File: src/rtl/score_bcd_decoder.sv
// Iterative double-dabble binary-to-BCD decoder with seven-segment outputs; result W cycles after start.
// No backpressure: start is only honoured in IDLE and is dropped (not queued) while busy.
module score_bcd_decoder #(
  parameter int W        = 13,
  parameter bit BLANK_LZ = 1'b0
) (
  input  logic         clk,
  input  logic         rst,
  input  logic         start,
  input  logic [W-1:0] value,
  output logic         busy,
  output logic         done,
  output logic [15:0]  bcd,
  output logic [6:0]   hex0,
  output logic [6:0]   hex1,
  output logic [6:0]   hex2,
  output logic [6:0]   hex3
);

  typedef enum logic {IDLE, SHIFT} state_t;

  localparam int            CW       = 4;
  localparam logic [CW-1:0] LAST     = CW'(W - 1);
  localparam logic [6:0]    SEG_ZERO = 7'h40;
  localparam logic [6:0]    SEG_OFF  = 7'h7F;
  localparam logic [6:0]    HI_RST   = BLANK_LZ ? SEG_OFF : SEG_ZERO;

  state_t        state;
  logic [W-1:0]  sreg;
  logic [15:0]   scratch;
  logic [CW-1:0] cnt;

  logic [15:0] adj;
  logic [15:0] shifted;
  logic [6:0]  h0_next, h1_next, h2_next, h3_next;
  logic        z3, z2, z1;

  function automatic logic [6:0] seg7(input logic [3:0] d);
    logic [6:0] s;
    case (d)
      4'd0:    s = 7'h40;
      4'd1:    s = 7'h79;
      4'd2:    s = 7'h24;
      4'd3:    s = 7'h30;
      4'd4:    s = 7'h19;
      4'd5:    s = 7'h12;
      4'd6:    s = 7'h02;
      4'd7:    s = 7'h78;
      4'd8:    s = 7'h00;
      4'd9:    s = 7'h10;
      default: s = SEG_OFF;
    endcase
    return s;
  endfunction

  // Add-3 correction on every nibble, then shift the next binary bit in.
  always_comb begin
    adj = scratch;
    for (int i = 0; i < 4; i++) begin
      if (scratch[i*4 +: 4] >= 4'd5)
        adj[i*4 +: 4] = scratch[i*4 +: 4] + 4'd3;
    end
    shifted = {adj[14:0], sreg[W-1]};
  end

  // Segments are derived from the final scratch so they land in the same cycle as bcd.
  always_comb begin
    z3      = (shifted[15:12] == 4'd0);
    z2      = z3 && (shifted[11:8] == 4'd0);
    z1      = z2 && (shifted[7:4] == 4'd0);
    h0_next = seg7(shifted[3:0]);
    h1_next = (BLANK_LZ && z1) ? SEG_OFF : seg7(shifted[7:4]);
    h2_next = (BLANK_LZ && z2) ? SEG_OFF : seg7(shifted[11:8]);
    h3_next = (BLANK_LZ && z3) ? SEG_OFF : seg7(shifted[15:12]);
  end

  always_ff @(posedge clk or posedge rst) begin
    if (rst) begin
      state   <= IDLE;
      sreg    <= '0;
      scratch <= '0;
      cnt     <= '0;
      busy    <= 1'b0;
      done    <= 1'b0;
      bcd     <= '0;
      hex0    <= SEG_ZERO;
      hex1    <= HI_RST;
      hex2    <= HI_RST;
      hex3    <= HI_RST;
    end else begin
      done <= 1'b0;
      case (state)
        IDLE: begin
          if (start) begin
            sreg    <= value;
            scratch <= '0;
            cnt     <= '0;
            busy    <= 1'b1;
            state   <= SHIFT;
          end
        end
        SHIFT: begin
          scratch <= shifted;
          sreg    <= sreg << 1;
          cnt     <= cnt + 1'b1;
          if (cnt == LAST) begin
            bcd   <= shifted;
            hex0  <= h0_next;
            hex1  <= h1_next;
            hex2  <= h2_next;
            hex3  <= h3_next;
            done  <= 1'b1;
            busy  <= 1'b0;
            state <= IDLE;
          end
        end
        default: state <= IDLE;
      endcase
    end
  end

endmodule

File: config.mk
export PLATFORM = sky130hd
export DESIGN_NAME = score_bcd_decoder
export DESIGN_NICKNAME = d
export VERILOG_FILES = /design/src/rtl/score_bcd_decoder.sv
export SDC_FILE = /design/constraint.sdc
export NUM_CORES = 1
export LEC_CHECK = 0
export ABC_CLOCK_PERIOD_IN_PS = 3450
export CORE_MARGIN = 5
export CORE_UTILIZATION = 30
export CTS_BUF_LIST = sky130_fd_sc_hd__clkbuf_2 sky130_fd_sc_hd__clkbuf_4 sky130_fd_sc_hd__clkbuf_8
export DETAILED_ROUTE_END_ITERATION = 8
export GPL_TIMING_DRIVEN = 0
export SLEW_MARGIN = 20
export SYNTH_ARGS = -nofsm -noshare
export SYNTH_HDL_FRONTEND = slang
export SYNTH_SLANG_ARGS = --single-unit
File: constraint.sdc
create_clock -name clk -period 3.45 [get_ports clk]
set_clock_uncertainty 0.05 [all_clocks]
set_input_delay 0.69 -clock clk [delete_from_list [all_inputs] [get_ports clk]]
set_output_delay 0.69 -clock clk [all_outputs]
set_load 0.1 [all_outputs]
# Yosys cells after proc, flatten, opt, wreduce, memory -nomap -nowiden
# Memory sizes are Yosys's and may differ from the RTL's. A register that Yosys moved wholly into a read port is not among the register bits.
# Index checks and enable logic that the tools add are counted.
# op_classes
n_addsub	5
n_lt_le_gt_ge	4
n_eq_ne	3
mux	18
n_bitwise	1
n_reduce_logical	2
# ops
op	n
$pmux W16 S2	1
$pmux W13 S2	1
$ge A4 B3 Y1 const B	4
$mux W16	1
$mux W4	4
$mux W13	1
$add A4 B2 Y4 const B	3
$pmux W4 S2	1
$mux W1	6
$add A4 B1 Y4 const B	1
$eq A4 B4 Y1 const B	1
$pmux W1 S2	2
$reduce_and A2 Y1	2
$add A3 B2 Y3 const B	1
$mux W3	1
$ne A2 B1 Y1 const B	1
$ne A2 B2 Y1 const B	1
$not A1 Y1	1
# word_totals
ff_bits	52
rom_bits	448
elab_cells	44
memories	4
# mem_list
name	depth	word_bits	rd	rd_clocked_by_memory_dff	wr	line	rtl
(name not given)	16	7	1	1	0	40	case (d)
(name not given)	16	7	1	1	0	40	
(name not given)	16	7	1	1	0	40	
(name not given)	16	7	1	1	0	40	

# Logic depth before layout (Yosys ltp)
# logic_depth
ltp_word	3
ltp_mapped	11
ltp_nobuf	10

# Worst setup path after synthesis
# No wires, ideal clock.
# synth_timing
path_type	register to register
from	register scratch[4]
to	register hex1[3]
setup_time_ns	0.088
arrival_time_ns	2.081
slack_ns	1.231
path_stages_with_launch	11
path_buffers	0
cell_sequence	dfrtp_1 inv_1 ha_1 nand2b_1 a21oi_2 xnor2_1 clkinv_1 ha_1 nor2_1 nand2_1 a41oi_1
# synth_between
elab_chain_len	2
elab_cells_between_ends	3
classes_between	add/sub (1); order compare (1); mux (1)
# synth_rtl
element	line	rtl
start: declaration	30	logic [15:0] scratch;
start signal: assignment	103	scratch <= shifted;
$add A4 B2 Y4 or $ge A4 B3 Y1 (tied branches)	61, 60	
$mux W4 (*)	60	if (scratch[i*4 +: 4] >= 4'd5)
net adj[4]	33	logic [15:0] adj;
end: declaration	15	output logic [6:0] hex1,
# Mark *: on every way through the listed nets, which the timed path passes. The rest lies on a longest branch.
# A chain may end at the register's enable or synchronous reset.

# Final worst setup path
# layout_timing
from	register hex3[6]
to	output hex3[6]
# layout_rtl
element	line	rtl
start: declaration	17	output logic [6:0] hex3
# No word-level cell between the ends.

==> run_results.csv <==
group,metric,value,unit
outcome,outcome,"complete, no violations",
floorplan,die_w,128,µm
clock_tree,hold_buffers,0,
routing,wl_per_cell,15.2,µm
synth,synth_edf_count,0,
floorplan,fp-row-count,43,
sta,slew_headroom,33.9,%
routing,drt_wl_total,10600,µm
grt,grt_usage,13.4,%
floorplan,die-area,0.0165,mm²
clock_tree,clk_path_buf_depth,2,
clock_tree,cts_tree,"yes",
worst_setup_path,crit_path_max_fanout,2,
final_layout,drive_gt1_share,7.96,%
sta,period_needed,2.78,ns
clock_tree,numCtsBuffers,9,
sta,finalMaxSlewViolations,0,
placement,place_congestion,0.779,
worst_setup_path,cp-startpoint,"hex3[6]",
synth,synth_nets,478,
placement,portBuffers,60,
grt,first_global_vias,3431,
grt,antenna_found_initial,0,
floorplan,start_util,30.4,%
worst_setup_path,critPathBufInv,1,
floorplan,core_area,0.0138,mm²
sta,finalHoldViolations,0,
floorplan,pin_count,62,
grt,overflow,0,
grt,grt_max_degree,57,
clock_tree,cts-root-buf,"clkbuf_8",
job,drv_cap,0,
final_layout,syn_to_final_growth,26.2,%
routing,vias,3392,
routing,via_per_inst,4.88,
worst_setup_path,required,2.71,ns
clock_tree,clock_sinks,80,
clock_tree,clkTransAtPathRegs,0.08,ns
sta,rsz0062_at_grt,"false",
routing,ant_nets,0,
synth,synthCells,438,
placement,place_hpwl,7620,µm
synth,synth_cell_types,51,
clock_tree,clk_latency,0.37,ns
synth,async_reset_ff_share,100,%
sta,worst_slew_pin_slew,0.989,ns
synth,synth_area,0.00420,mm²
synth,seq_area_frac_synth,47.8,%
routing,drtPass1Iterations,4,
final_layout,diodes,0,
synth,ys_warn_count,0,
synth,synth-seq-cells,80,
final_layout,fillers,1367,
worst_setup_path,cp-end-kind,"output pin",
worst_setup_path,crit_chain,"clkdlybuf4s50_1",
floorplan,die_h,128,µm
sta,finalSetupViolations,0,
final_layout,nets,550,
worst_hold_path,holdCritPathClass,"flip-flop to flip-flop",
grt,grt_pass1_wl,17600,µm
clock_tree,cts_resized,0,
worst_setup_path,arrival,2.04,ns
synth,synth_area_per_cell,9.59,µm²
routing,dr.first_iter.drc_count,184,
worst_setup_path,crit_path_top_delay_cell,"clkdlybuf4s50_1",
sta,setup-tns-final,0,ns
worst_setup_path,path_delay_family,"buffers and inverters",
worst_hold_path,min_from,"sreg[10]",
clock_tree,post_cts.repair.setup_buffers,0,
routing,drc,0,
worst_setup_path,max_stage_delay,1.13,ns
synth,synthFlopType,"dfrtp_1",
worst_setup_path,rr_startpoint,"scratch[8]",
worst_setup_path,start_kind,"flip-flop",
worst_setup_path,path_class,"flip-flop to output pin",
sta,finalCritPeriodShare,80.6,%
sta,clock.fmax,360,MHz
clock_tree,h-tree-depth,3,
[cells in the mapped netlist (2+ instances only)]
library cell / count / area share [%]
a21oi_2: 4 / 0.83
xnor2_1: 8 / 1.7
nand2_1: 71 / 6.3
o221a_2: 2 / 0.54
and3_1: 2 / 0.30
mux2i_1: 23 / 5.5
buf_2: 3 / 0.36
ha_1: 24 / 7.1
o21ai_1: 2 / 0.24
mux2_2: 3 / 0.80
a21o_1: 2 / 0.36
nor3_1: 5 / 0.60
nand4_1: 4 / 0.60
nand3_1: 6 / 0.71
o21ai_0: 47 / 5.6
o21a_1: 3 / 0.54
a2bb2oi_1: 3 / 0.63
nor3b_1: 2 / 0.36
dfstp_2: 4 / 2.5
nand2b_1: 9 / 1.3
nor4_1: 2 / 0.30
a21oi_1: 11 / 1.3
nor2_1: 23 / 2.1
a211oi_1: 2 / 0.36
inv_1: 22 / 2.0
a22o_1: 2 / 0.42
o211ai_1: 7 / 1.3
clkinv_1: 2 / 0.18
clkbuf_1: 18 / 1.6
o31ai_1: 13 / 2.3
dfrtp_1: 76 / 45
o22ai_1: 13 / 1.9
a31oi_1: 2 / 0.30
[layer usage]
metal	wire length (µm)	vias up	track usage (%)
met2	5070	59	22.2
met4	162	0	5.06
met5	0	-	0
met1	4940	1635	17.4
li1	-	1687	-
met3	397	11	2.58
[worst paths after layout]
check / depth (start not counted) / endpoint / slack (ns)
hold / removal: 2 / sreg[11] / 0.43
setup / recovery: 1 / hex3[6] / 0.67
setup reg to reg: 9 / hex3[5] / 0.84
min in group asynchronous: 2 / hex3[1] / 0.60
max in group asynchronous: 3 / hex1[6] / 2.11
hold reg to reg: 2 / sreg[11] / 0.43
[metrics by stage]
step	std cells	utilization, %	hold slack, ns	area (µm²)	setup slack, ns
floorplan	438	-	0.399	4200	0.665
global placement	678	36.3	0.412	5030	-0.743
detailed placement	679	36.6	0.414	5060	0.845
CTS	695	38.3	0.433	5300	0.642
global route	695	38.3	0.462	5300	0.581
finish	695	38.3	0.429	5300	0.670
[tightest hold or removal path: stages (launching register included)]
cell and delay [ns]:
dfrtp_1 0.34, nand2_1 0.04, o21ai_0 0.06
[kinds of logic after synthesis]
logic type | synth area share [%]
fa+ha+maj | 7.15
flops | 47.8
compound gates | 18.5
buf+inv | 4.29
mux | 6.64
simple gates | 13.7
xor+xnor | 1.88
[state kept, by name (all words and copies together), names as in the netlist]
signal	count
hex2	7
hex1	7
bcd	16
cnt	4
busy	1
hex3	7
done	1
scratch	16
sreg	13
hex0	7
state	1
[final cells by class]
type	count	area, µm²	area share (%)
well taps	180	225	4.25
multi-input cells	311	2010	38.0
repair buffers	61	628	11.9
plain buffers	22	86.3	1.63
clock buffers	11	139	2.62
flip-flops and latches	80	2010	37.9
clock inverters	5	105	1.98
inverters	25	96.3	1.82
[cells in the final DEF (no fill, tap or decap), types with 3 or more instances in the layout]
master	instances
clkbuf_1	18
a2bb2oi_1	3
a21oi_2	4
ha_1	24
nand4_1	4
buf_2	3
mux2_2	3
xnor2_1	8
o22ai_1	13
nand2_1	71
bufinv_16	3
a21oi_1	11
nor3_1	5
inv_1	21
clkdlybuf4s50_1	60
o211ai_1	7
clkbuf_8	9
nand2b_1	9
o21a_1	3
dfstp_2	4
nand3_1	6
nor2_1	23
mux2i_1	23
o21ai_0	47
o31ai_1	13
dfrtp_1	76
Power is not shown: default switching activity piles up to over one toggle a cycle in this logic, so the estimate is an artifact.
